`config.mk`:
```
export PLATFORM = sky130hd
export DESIGN_NAME = mult_div_unit
export DESIGN_NICKNAME = d
export VERILOG_FILES = /design/src/rtl/mult_div_unit.sv
export SDC_FILE = /design/constraint.sdc
export NUM_CORES = 1
export LEC_CHECK = 0
export BUFFER_PORTS_ARGS = -buffer_cell sky130_fd_sc_hd__buf_2
export CORE_UTILIZATION = 55
export CTS_BUF_LIST = sky130_fd_sc_hd__clkbuf_16
export DETAILED_ROUTE_END_ITERATION = 12
export GPL_ROUTABILITY_DRIVEN = 1
export GPL_TIMING_DRIVEN = 0
export PLACE_DENSITY = 0.85
export SLEW_MARGIN = 30
export SYNTH_ARGS = -nofsm -noshare
export SYNTH_HDL_FRONTEND = slang
export SYNTH_SLANG_ARGS = --single-unit
```
`constraint.sdc`:
```
create_clock -name clk -period 8.3 [get_ports clk]
set_clock_uncertainty 0.05 [all_clocks]
set_input_delay 1.66 -clock clk [delete_from_list [all_inputs] [get_ports clk]]
set_output_delay 1.66 -clock clk [all_outputs]
set_load 0.05 [all_outputs]
```
`src/rtl/mult_div_unit.sv`:
```
// Iterative 33-cycle MULT/MULTU/DIV/DIVU unit with MTHI/MTLO writes for the MIPS execute stage.
// Define MULTDIV_DIV_EN to compile in the restoring divider; otherwise divide commands are ignored.
module mult_div_unit #(
  parameter int WIDTH = 32
) (
  input  logic             clk,
  input  logic             rst_n,
  input  logic             start,
  input  logic [1:0]       op,
  input  logic [WIDTH-1:0] opA,
  input  logic [WIDTH-1:0] opB,
  input  logic             hi_we,
  input  logic             lo_we,
  input  logic [WIDTH-1:0] wdata,
  output logic             busy,
  output logic             done,
  output logic [WIDTH-1:0] hi,
  output logic [WIDTH-1:0] lo
);

  localparam int CW = $clog2(WIDTH);
  localparam logic [CW-1:0] LAST_ITER = CW'(WIDTH - 1);

  typedef enum logic [1:0] {S_IDLE, S_RUN, S_FINISH} state_e;

  state_e             state_q;
  logic [CW-1:0]      count_q;
  logic               busy_q, done_q, neg_q;
  logic [WIDTH-1:0]   hi_q, lo_q, opnd_q;
  logic [2*WIDTH-1:0] acc_q;

  logic               signed_op, a_neg, b_neg, accept;
  logic [WIDTH-1:0]   mag_a, mag_b;
  logic [WIDTH:0]     mul_sum;
  logic [2*WIDTH-1:0] prod;

  // Operands are reduced to magnitudes on entry; 0x80000000 maps to 2^31 unsigned.
  assign signed_op = ~op[0];
  assign a_neg     = signed_op & opA[WIDTH-1];
  assign b_neg     = signed_op & opB[WIDTH-1];
  assign mag_a     = a_neg ? -opA : opA;
  assign mag_b     = b_neg ? -opB : opB;

  // Shift-add step: the multiplier occupies the low half of acc_q and is consumed LSB first.
  assign mul_sum = {1'b0, acc_q[2*WIDTH-1:WIDTH]} + {1'b0, (acc_q[0] ? opnd_q : '0)};
  assign prod    = neg_q ? -acc_q : acc_q;

`ifdef MULTDIV_DIV_EN
  logic             is_div_q, a_neg_q, b_zero_q;
  logic [WIDTH-1:0] raw_a_q, rem_q;
  logic [WIDTH:0]   div_shift;
  logic             div_ge;
  logic [WIDTH-1:0] div_rem, quot, rem_signed;

  // Restoring step: the partial remainder is WIDTH+1 bits wide only while shifted.
  assign div_shift  = {rem_q, acc_q[WIDTH-1]};
  assign div_ge     = div_shift >= {1'b0, opnd_q};
  assign div_rem    = div_ge ? (div_shift[WIDTH-1:0] - opnd_q) : div_shift[WIDTH-1:0];
  assign quot       = neg_q ? -acc_q[WIDTH-1:0] : acc_q[WIDTH-1:0];
  assign rem_signed = a_neg_q ? -rem_q : rem_q;
  assign accept     = start;
`else
  assign accept     = start & ~op[1];
`endif

  always_ff @(posedge clk or negedge rst_n) begin
    if (!rst_n) begin
      state_q  <= S_IDLE;
      count_q  <= '0;
      busy_q   <= 1'b0;
      done_q   <= 1'b0;
      neg_q    <= 1'b0;
      hi_q     <= '0;
      lo_q     <= '0;
      opnd_q   <= '0;
      acc_q    <= '0;
`ifdef MULTDIV_DIV_EN
      is_div_q <= 1'b0;
      a_neg_q  <= 1'b0;
      b_zero_q <= 1'b0;
      raw_a_q  <= '0;
      rem_q    <= '0;
`endif
    end else begin
      // NOTE: non-blocking assignments keep every register update based on pre-edge values.
      done_q <= 1'b0;
      case (state_q)
        S_IDLE: begin
          if (hi_we) hi_q <= wdata;
          if (lo_we) lo_q <= wdata;
          if (accept) begin
            state_q <= S_RUN;
            busy_q  <= 1'b1;
            count_q <= '0;
            neg_q   <= a_neg ^ b_neg;
`ifdef MULTDIV_DIV_EN
            is_div_q <= op[1];
            a_neg_q  <= a_neg;
            b_zero_q <= (opB == '0);
            raw_a_q  <= opA;
            rem_q    <= '0;
            opnd_q   <= op[1] ? mag_b : mag_a;
            acc_q    <= {{WIDTH{1'b0}}, (op[1] ? mag_a : mag_b)};
`else
            opnd_q   <= mag_a;
            acc_q    <= {{WIDTH{1'b0}}, mag_b};
`endif
          end
        end
        S_RUN: begin
`ifdef MULTDIV_DIV_EN
          if (is_div_q) begin
            acc_q <= {{WIDTH{1'b0}}, acc_q[WIDTH-2:0], div_ge};
            rem_q <= div_rem;
          end else begin
            acc_q <= {mul_sum, acc_q[WIDTH-1:1]};
          end
`else
          acc_q <= {mul_sum, acc_q[WIDTH-1:1]};
`endif
          count_q <= count_q + 1'b1;
          if (count_q == LAST_ITER) state_q <= S_FINISH;
        end
        S_FINISH: begin
`ifdef MULTDIV_DIV_EN
          if (is_div_q && b_zero_q) begin
            hi_q <= raw_a_q;
            lo_q <= '1;
          end else if (is_div_q) begin
            hi_q <= rem_signed;
            lo_q <= quot;
          end else begin
            hi_q <= prod[2*WIDTH-1:WIDTH];
            lo_q <= prod[WIDTH-1:0];
          end
`else
          hi_q <= prod[2*WIDTH-1:WIDTH];
          lo_q <= prod[WIDTH-1:0];
`endif
          done_q  <= 1'b1;
          busy_q  <= 1'b0;
          state_q <= S_IDLE;
        end
        default: state_q <= S_IDLE;
      endcase
    end
  end

  assign busy = busy_q;
  assign done = done_q;
  assign hi   = hi_q;
  assign lo   = lo_q;

endmodule

```
-- Word-level counts from Yosys, hierarchy flattened
Cells that the tools add are included.
- register bits: 170
- input port bits: 103
- output and inout port bits: 66
- logic and storage cells: 54
- add/sub/neg operators: 5
- equal/unequal tests: 7
- multiplexer cells: 18
- bitwise logic cells: 6
- reduce and logical (&&, ||, !) cells: 9
- operators with widths (kind ; number):
    two-way mux 32 bit ; 5
    two-way mux 64 bit ; 2
    case mux 32 bit (2 select lines) ; 2
    case mux 64 bit (2 select lines) ; 1
    negation 32 bit ; 2
    negation 64 bit ; 1
    adder 32 x 32 -> 33 bit ; 1
    AND reduction 2 bit ; 6
    case mux 5 bit (2 select lines) ; 1
    inequality test 2 bit, second input constant ; 4
    adder 5 x 1 -> 5 bit, second input constant ; 1
    == test 5 bit, second input constant ; 1
    two-way mux 5 bit ; 1
    two-way mux 2 bit ; 2
    case mux 2 bit (2 select lines) ; 1
    nonzero test 2 bit ; 2
    AND 1 bit ; 3
    == test 2 x 1 -> 1 bit, second input constant ; 1
    == test 2 bit, second input constant ; 1
    logical NOT 2 bit ; 1
    two-way mux 1 bit ; 2
    NOT 1 bit ; 2
    case mux 1 bit (2 select lines) ; 1
    bitwise XOR 1 bit ; 1

-- Depth between registers and ports, before layout
Gate-level depths: netlist of run 1.
- depth after elaboration: 5
- gate-level depth with buffers: 14
- depth with buffers taken out: 12

-- Worst setup path after synthesis of run 1
No wires, ideal clock.
- path kind: input to register
- from: input port opB[7]
- to: register acc_q[29]
- library setup time: 0.134 ns
- arrival: 3.569 ns
- required time: 8.116 ns
- setup slack: 4.546 ns
- cell stages on the path: 8
- buffers on the path: 0
- cell sequence: or4_1 nor4_2 and3b_1 inv_1 or2_1 or3_1 mux2i_1 o21ai_1
- cells in the longest elaborated chain, start to end: 4
- RTL lines (item ; RTL line ; source):
    start: declaration ; 11 ; input logic [WIDTH-1:0] opB,
    negation 32 bit ; 42 ; assign mag_b = b_neg ? -opB : opB;
    two-way mux 32 bit ; 42 ;
    two-way mux 64 bit ; 91 ; if (accept) begin
    case mux 64 bit (2 select lines) ; 87 ; case (state_q)
    end signal: assignment ; 106 ; acc_q <= {{WIDTH{1'b0}}, mag_b};
    end signal: assignment ; 119 ; acc_q <= {mul_sum, acc_q[WIDTH-1:1]};
    end: declaration ; 30 ; logic [2*WIDTH-1:0] acc_q;
Every way passes these cells. The select of a mux whose other input is x is not followed.
A chain may end at the register's enable or synchronous reset.

-- Worst setup path in the final report of run 1
- from: register acc_q[0]
- to: register acc_q[59]
- cells in the longest elaborated chain, start to end: 3
- RTL lines (item ; RTL line ; source):
    two-way mux 32 bit ; 45 ; assign mul_sum = {1'b0, acc_q[2*WIDTH-1:WIDTH]} + {1'b0, (acc_q[0] ? opnd_q : '0)};
    adder 32 x 32 -> 33 bit ; 45 ;
    case mux 64 bit (2 select lines) ; 87 ;
Every way passes these cells.

==> results of run 1 <==
[area by class of cell]
cell class / instances / area, sq um / area share [%]
Clock inverter: 15 / 163 / 1.23
Inverter: 28 / 105 / 0.793
Tap cell: 270 / 338 / 2.55
Buffer: 81 / 304 / 2.30
Clock buffer: 17 / 425 / 3.21
Timing Repair Buffer: 170 / 906 / 6.84
Sequential cell: 170 / 4250 / 32.1
Multi-Input combinational cell: 1056 / 6750 / 51.0
[critical path, cell delays in order, from the launching register on]
cell and delay, ns:
dfrtp_1 0.40, clkbuf_1 0.58, clkbuf_1 0.32, and2_1 0.23, ha_1 0.19, inv_1 0.06, fa_1 0.40, nor2b_1 0.20
o211ai_1 0.13, a21oi_1 0.36, a21oi_1 0.26, o2111ai_1 0.34, a31oi_1 0.24, or4_1 0.44, nand3_1 0.08
[cell usage after synthesis, types with 7 or more instances]
library cell  instances
nand2b_1             11
and3_1                8
nor3_1               22
a21o_1               25
nor2_1               90
or4_1                 9
o21a_1                9
inv_1                28
o41ai_1               9
nor4_1                7
a22oi_1              30
dfrtp_1             170
nand3_1              28
or3_1                19
clkbuf_1             77
o31ai_1              26
nand4_1              11
a221oi_1              8
xnor2_1              59
o22ai_1              12
o21ai_1              15
and2_1               35
a31oi_1              16
a222oi_1             10
nand2_1             148
o21ai_0             156
a21oi_1              80
mux2i_1               7
a211oi_1              7
o221ai_1              9
ha_1                 37
xor2_1               70
[metrics by stage]
step	cell area, sq um	hold WS, ns	power, mW
after detailed placement	12700	0.414	4.36
final	13200	0.423	5.25
after floorplan	11400	0.392	3.54
after global routing	13200	0.453	5.54
after global placement	12600	0.406	4.26
after CTS	13200	0.429	5.18
[worst min path at each step]
stage	start	end	slack, ns	cells past startpoint
after detailed placement	opnd_q[26]$_DFFE_PN0P_	opnd_q[26]$_DFFE_PN0P_	0.41	2
final	opnd_q[26]$_DFFE_PN0P_	opnd_q[26]$_DFFE_PN0P_	0.42	2
after global placement	opnd_q[27]$_DFFE_PN0P_	opnd_q[27]$_DFFE_PN0P_	0.41	2
after floorplan	opnd_q[0]$_DFFE_PN0P_	opnd_q[0]$_DFFE_PN0P_	0.39	2
after CTS	opnd_q[26]$_DFFE_PN0P_	opnd_q[26]$_DFFE_PN0P_	0.43	2
after global routing	lo[11]$_DFFE_PN0P_	lo[11]$_DFFE_PN0P_	0.45	2
[state kept, by name, indices dropped and copies added (netlist names)]
register / cells
state_q: 2
neg_q: 1
lo: 32
count_q: 5
opnd_q: 32
acc_q: 64
busy: 1
hi: 32
done: 1
[routing by layer]
metal | vias up | wire, microns
li1 | 5251 | -
met1 | 5415 | 15200
met2 | 656 | 16200
met3 | 94 | 3340
met4 | 0 | 1240
met5 | - | 0
[report_power, final]
part           leakage (nW)  switching (mW)  internal, mW
Clock                 0.287           0.367         0.449
Combinational          3.42            1.83         0.908
Sequential             2.08           0.472          1.22
Total                  5.79            2.67          2.58
[logic make-up (layout without fill, tap and decap cells)]
family                   after synthesis  count (layout)  synth area share (%)
AO/OA/AOI/OAI                        453             453                  25.3
XOR/XNOR                             129             129                  9.90
adder cells (fa/ha/maj)               38              38                  4.23
buffers and inverters                109             311                  3.58
flip-flops                           170             170                  37.3
multiplexers                           8               8                 0.712
AND/OR/NAND/NOR                      428             428                  19.0
==> key figures, run 1 <==
Run status
  – Status: finished, final reports clean

CTS
  – CTS Buffer Depth: 2
  – Clock Sinks: 170
  – CTS root buf: clkbuf_16
  – Hold buffers post-CTS: 0
  – CTS tree: done
  – Clk_lat worst skew: 0.45 ns
  – Post-cts resize count: 0
  – Post-CTS setup buffers: 0
  – H-tree Lvls: 4
  – CTS buffer count: 17
  – Reg clk slew, reported paths: 0.07 ns

Drt
  – Antenna Nets Post-Route: 0
  – Wirelength, routed: 36,000 microns
  – Drt first pass iters: 8
  – DRC: 0
  – DRT iter0 DRCs: 1,225
  – Wire per inst: 19.9 microns
  – Via count: 11.4k
  – Via density: 6.32

Finish
  – Commonest non-fill, non-tap cell in the layout: dfrtp_1
  – Number of antenna diodes: 0
  – Layout area overhead: 16.0%
  – Most frequent cells in the layout: 170 x dfrtp_1, 167 x buf_2, 156 x o21ai_0, 148 x nand2_1, 90 x nor2_1
  – Fin nets: around 1.7k
  – Non-filler cells, final: 1,807
  – Layout Utilization: around two thirds
  – Share of cells above drive strength 1: 14.9%
  – Fillers: ~1.8k

Global route
  – GR Overflow Total: 0
  – Vias in the first global route: approximately 11k
  – First-pass GRT wire length: between 50,000 and 60,000 microns
  – Met3 Track Usage GR: 6.19%
  – Met1 usage: 47.0%
  – M2 GR Usage: 53.1%
  – Gr busiest metal: met2
  – Initial antenna violation count: 0
  – Tot GR Track Use: 33.9%
  – Largest net degree at the start of global routing: 66

Min path
  – Worst min path class: register to register

Worst setup path
  – End of the critical path: acc_q[59]$_DFFE_PN0P_
  – Worst Path Required: 8.62 ns
  – RR Startpoint: acc_q[0]$_DFFE_PN0P_
  – Critical Path Sink Type: register
  – Largest fanout on the critical path: 10
  – R2R depth: 14
  – R2R Setup Slk: slightly below 4 ns
  – WP data arrival: 4.67 ns
  – RR Endpoint: acc_q[59]$_DFFE_PN0P_
  – Setup CP Type: register to register
  – Critical path origin: acc_q[0]$_DFFE_PN0P_
  – Crit path launch type: register

Yosys
  – Syn avg cell area: approximately 8.6 sq um
  – Netlist cell types: 77
  – Yosys warns: 0
  – Mapped Cells: approximately 1.3k
  – Seq cells post-synth: 170
  – Ys flop type: dfrtp_1
  – Yosys top cell area share: 37.3%
  – Cell taking the most area after synthesis: dfrtp_1
  – Top cells by area, synth: dfrtp_1 37%, o21ai_0 6.8%, xor2_1 5.4%
  – Mapped cell area: 0.0114 sq mm
  – Mapped Nets: 1,476
  – Number of flops mapped to enable cells by yosys: 0
  – Async set-or-reset flop fraction in the synthesized netlist: 100%
  – Seq/Total Area, Yosys: 37.3%

Placement
  – Detail Placement HPWL: 28,000 microns
  – Gp weighted congestion: 0.967
  – I/O Buffers: ~170
  – Pre-CTS WS: 4.10 ns
  – Placed Cells: 1,775

Die
  – Die width: 146 microns
  – IO Count: 169
  – Die height: roughly 150 microns
  – FP Rows: 52
  – Initial Util: 56.2%
  – Core area: 0.0203 sq mm
  – Die area: 0.0213 sq mm

Power and ir drop
  – Peak supply drop: between 0.15 and 0.2 mV
  – Power Dens Cells: 397 mW/mm^2
  – Pleak: 5.79 nW

Run
  – Number of max-cap violations: 0

STA
  – Fin worst setup slack: 3.95 ns
  – RSZ-0062 raised after global routing: no
  – Final setup vio count: 0
  – Slew Viols, Final: 0
  – Min cycle time layout: 4.35 ns
  – Fin crit share: 52.4%
  – Slew margin rel.: 41.4%
  – Hold Vio Cnt, Final: 0
  – TNS Setup: 0 ns
  – Fmax: 0.230 GHz
  – Worst-margin pin slew: 0.867 ns
No activity file was read; power rests on OpenSTA's default activity.
==> run 2: changes to the inputs <==
clock period = 4.47 ns   (was 8.3 ns; I/O delays follow)
==> key figures, run 2 (same netlist as run 1, synthesis figures left out) <==
Die
  – Die width: 146 microns
  – IO Count: 169
  – FP Rows: 52
  – Die area: 0.0213 sq mm
  – Die height: ~150 microns
  – Initial Util: 56.2%
  – Core area: between 0.02 and 0.025 sq mm

Worst setup path
  – Crit path launch type: register
  – Largest fanout on the critical path: 11
  – Crit-path most repeated cell: a21oi_1
  – Worst path slowest cell: dfrtp_1
  – Critical path buffers and inverters: 2
  – Setup CP Type: register to register
  – WP depth: 13
  – Worst Path Required: 4.79 ns
  – Worst-path cell chain: clkbuf_1 > and2_1 > ha_1 > inv_1 > fa_1 > nor2b_1 > o211ai_1 > a21oi_1 > a21oi_1 > o2111ai_1 > a31oi_1 > or4_1 > nand3_1
  – Critical Path Sink Type: register
  – WP data arrival: 4.43 ns
  – CP top delay family: compound AO/OA/AOI/OAI gates
  – Critical path's largest stage delay: slightly above 0.7 ns
  – R2R depth: 13

Power and ir drop
  – Peak supply drop: 0.335 mV
  – Net Sw Power: 4.95 mW
  – Tot Pwr: ~10 mW
  – Seq pwr share: 32.4%
  – Switching Fraction: 50.8%
  – Logic pwr share: 52.1%
  – Internal power: around 4.8 mW
  – Power Dens Cells: 735 mW/mm^2
  – Clk network pwr share: between 10% and 20%
  – Pleak: 5.79 nW

Drt
  – Drt first pass iters: 8
  – DRT iter0 DRCs: 1,110
  – Via density: around 6.3
  – Wire per inst: just under 20 microns
  – Antenna Nets Post-Route: 0
  – Via count: ~11k
  – Wirelength, routed: 35,900 microns
  – DRC: 0

Global route
  – Vias in the first global route: 10.5k
  – Initial antenna violation count: 0
  – First-pass GRT wire length: roughly 57,000 microns
  – Largest net degree at the start of global routing: between 60 and 70
  – Tot GR Track Use: ~34%
  – GR Overflow Total: 0

CTS
  – Post-cts resize count: 0
  – H-tree Lvls: 4
  – CTS buffer count: 17
  – Hold buffers post-CTS: 0
  – Clk_lat worst skew: 0.44 ns
  – Clock Sinks: 170
  – Reg clk slew, reported paths: 0.07 ns
  – CTS root buf: clkbuf_16
  – CTS Buffer Depth: 2
  – Post-CTS setup buffers: 0
  – CTS tree: done

Run
  – Number of max-cap violations: 0

Finish
  – Non-filler cells, final: 1,806
  – Most frequent cells in the layout: 170 x dfrtp_1, 167 x buf_2, 156 x o21ai_0, 148 x nand2_1, 90 x nor2_1
  – Layout area overhead: 16.0%
  – Design area: ~0.013 sq mm
  – Share of cells above drive strength 1: 14.9%
  – Fillers: 1,759
  – Largest register FFs: 64
  – Fin nets: 1,664
  – Commonest non-fill, non-tap cell in the layout: dfrtp_1
  – Reg with most FFs: acc_q
  – Number of antenna diodes: 0

STA
  – Min cycle time layout: just over 4 ns
  – Worst-margin pin slew: about 0.85 ns
  – Post-Route Hold Slack: 0.291 ns
  – Fmax: 0.244 GHz
  – Slew margin rel.: 42.8%
  – TNS Setup: 0 ns
  – Fin crit share: 91.8%
  – Hold Vio Cnt, Final: 0
  – RSZ-0062 raised after global routing: no
  – Final setup vio count: 0
  – Slew Viols, Final: 0

Placement
  – Dpl cell area: 0.0127 sq mm
  – Gp weighted congestion: between 0.9 and 1
  – I/O Buffers: between 150 and 200
  – Placed Cells: ~1.8k
  – Detail Placement HPWL: between 20,000 and 30,000 microns

Min path
  – Worst min path class: input port to async pin

Run status
  – Status: finished, final reports clean
run 2: routing by layer:
metal / global-route usage [%] / up-vias / wire length (microns)
met5: 0 / - / 0
met4: 13.0 / 0 / 1140
met3: 6.19 / 76 / 3650
met2: 53.1 / 686 / 16300
met1: 47.0 / 5344 / 14900
li1: - / 5252 / -
run 2: path summary, 6_finish.rpt:
check | to | slack [ns] | from
max in group asynchronous | acc_q[61]$_DFFE_PN0P_ | 3.45 | rst_n
setup reg to reg | acc_q[59]$_DFFE_PN0P_ | 0.36 | acc_q[0]$_DFFE_PN0P_
setup / recovery | acc_q[59]$_DFFE_PN0P_ | 0.36 | acc_q[0]$_DFFE_PN0P_
hold / removal | done$_DFF_PN0_ | 0.29 | rst_n
min in group clk | opnd_q[26]$_DFFE_PN0P_ | 0.42 | opnd_q[26]$_DFFE_PN0P_
hold reg to reg | opnd_q[26]$_DFFE_PN0P_ | 0.42 | opnd_q[26]$_DFFE_PN0P_
run 2: area by class of cell:
cell class              instances  area (sq um)  share of cell area, %
multi-input cells            1056          6750                   51.0
clock buffers                  17           425                   3.21
flip-flops and latches        170          4250                   32.1
repair buffers                170           906                   6.84
clock inverters                15           163                   1.23
inverters                      28           105                  0.794
well taps                     270           338                   2.55
plain buffers                  80           300                   2.27
run 2: power groups by stage:
stage / Sequential (mW) / Combinational (mW) / Clock [mW]
floorplan: 3.77 / 2.80 / 0
global placement: 3.08 / 4.84 / 0
detailed placement: 3.12 / 4.98 / 0
CTS: 3.10 / 5.02 / 1.51
global route: 3.22 / 5.50 / 1.57
finish: 3.16 / 5.07 / 1.51
run 2: per-stage QoR:
stage	setup WS, ns	util [%]
after global routing	0.187	65.2
after detailed placement	0.318	62.4
after global placement	-0.106	62.0
after floorplan	1.20	-
final	0.364	65.2
after CTS	0.261	65.3
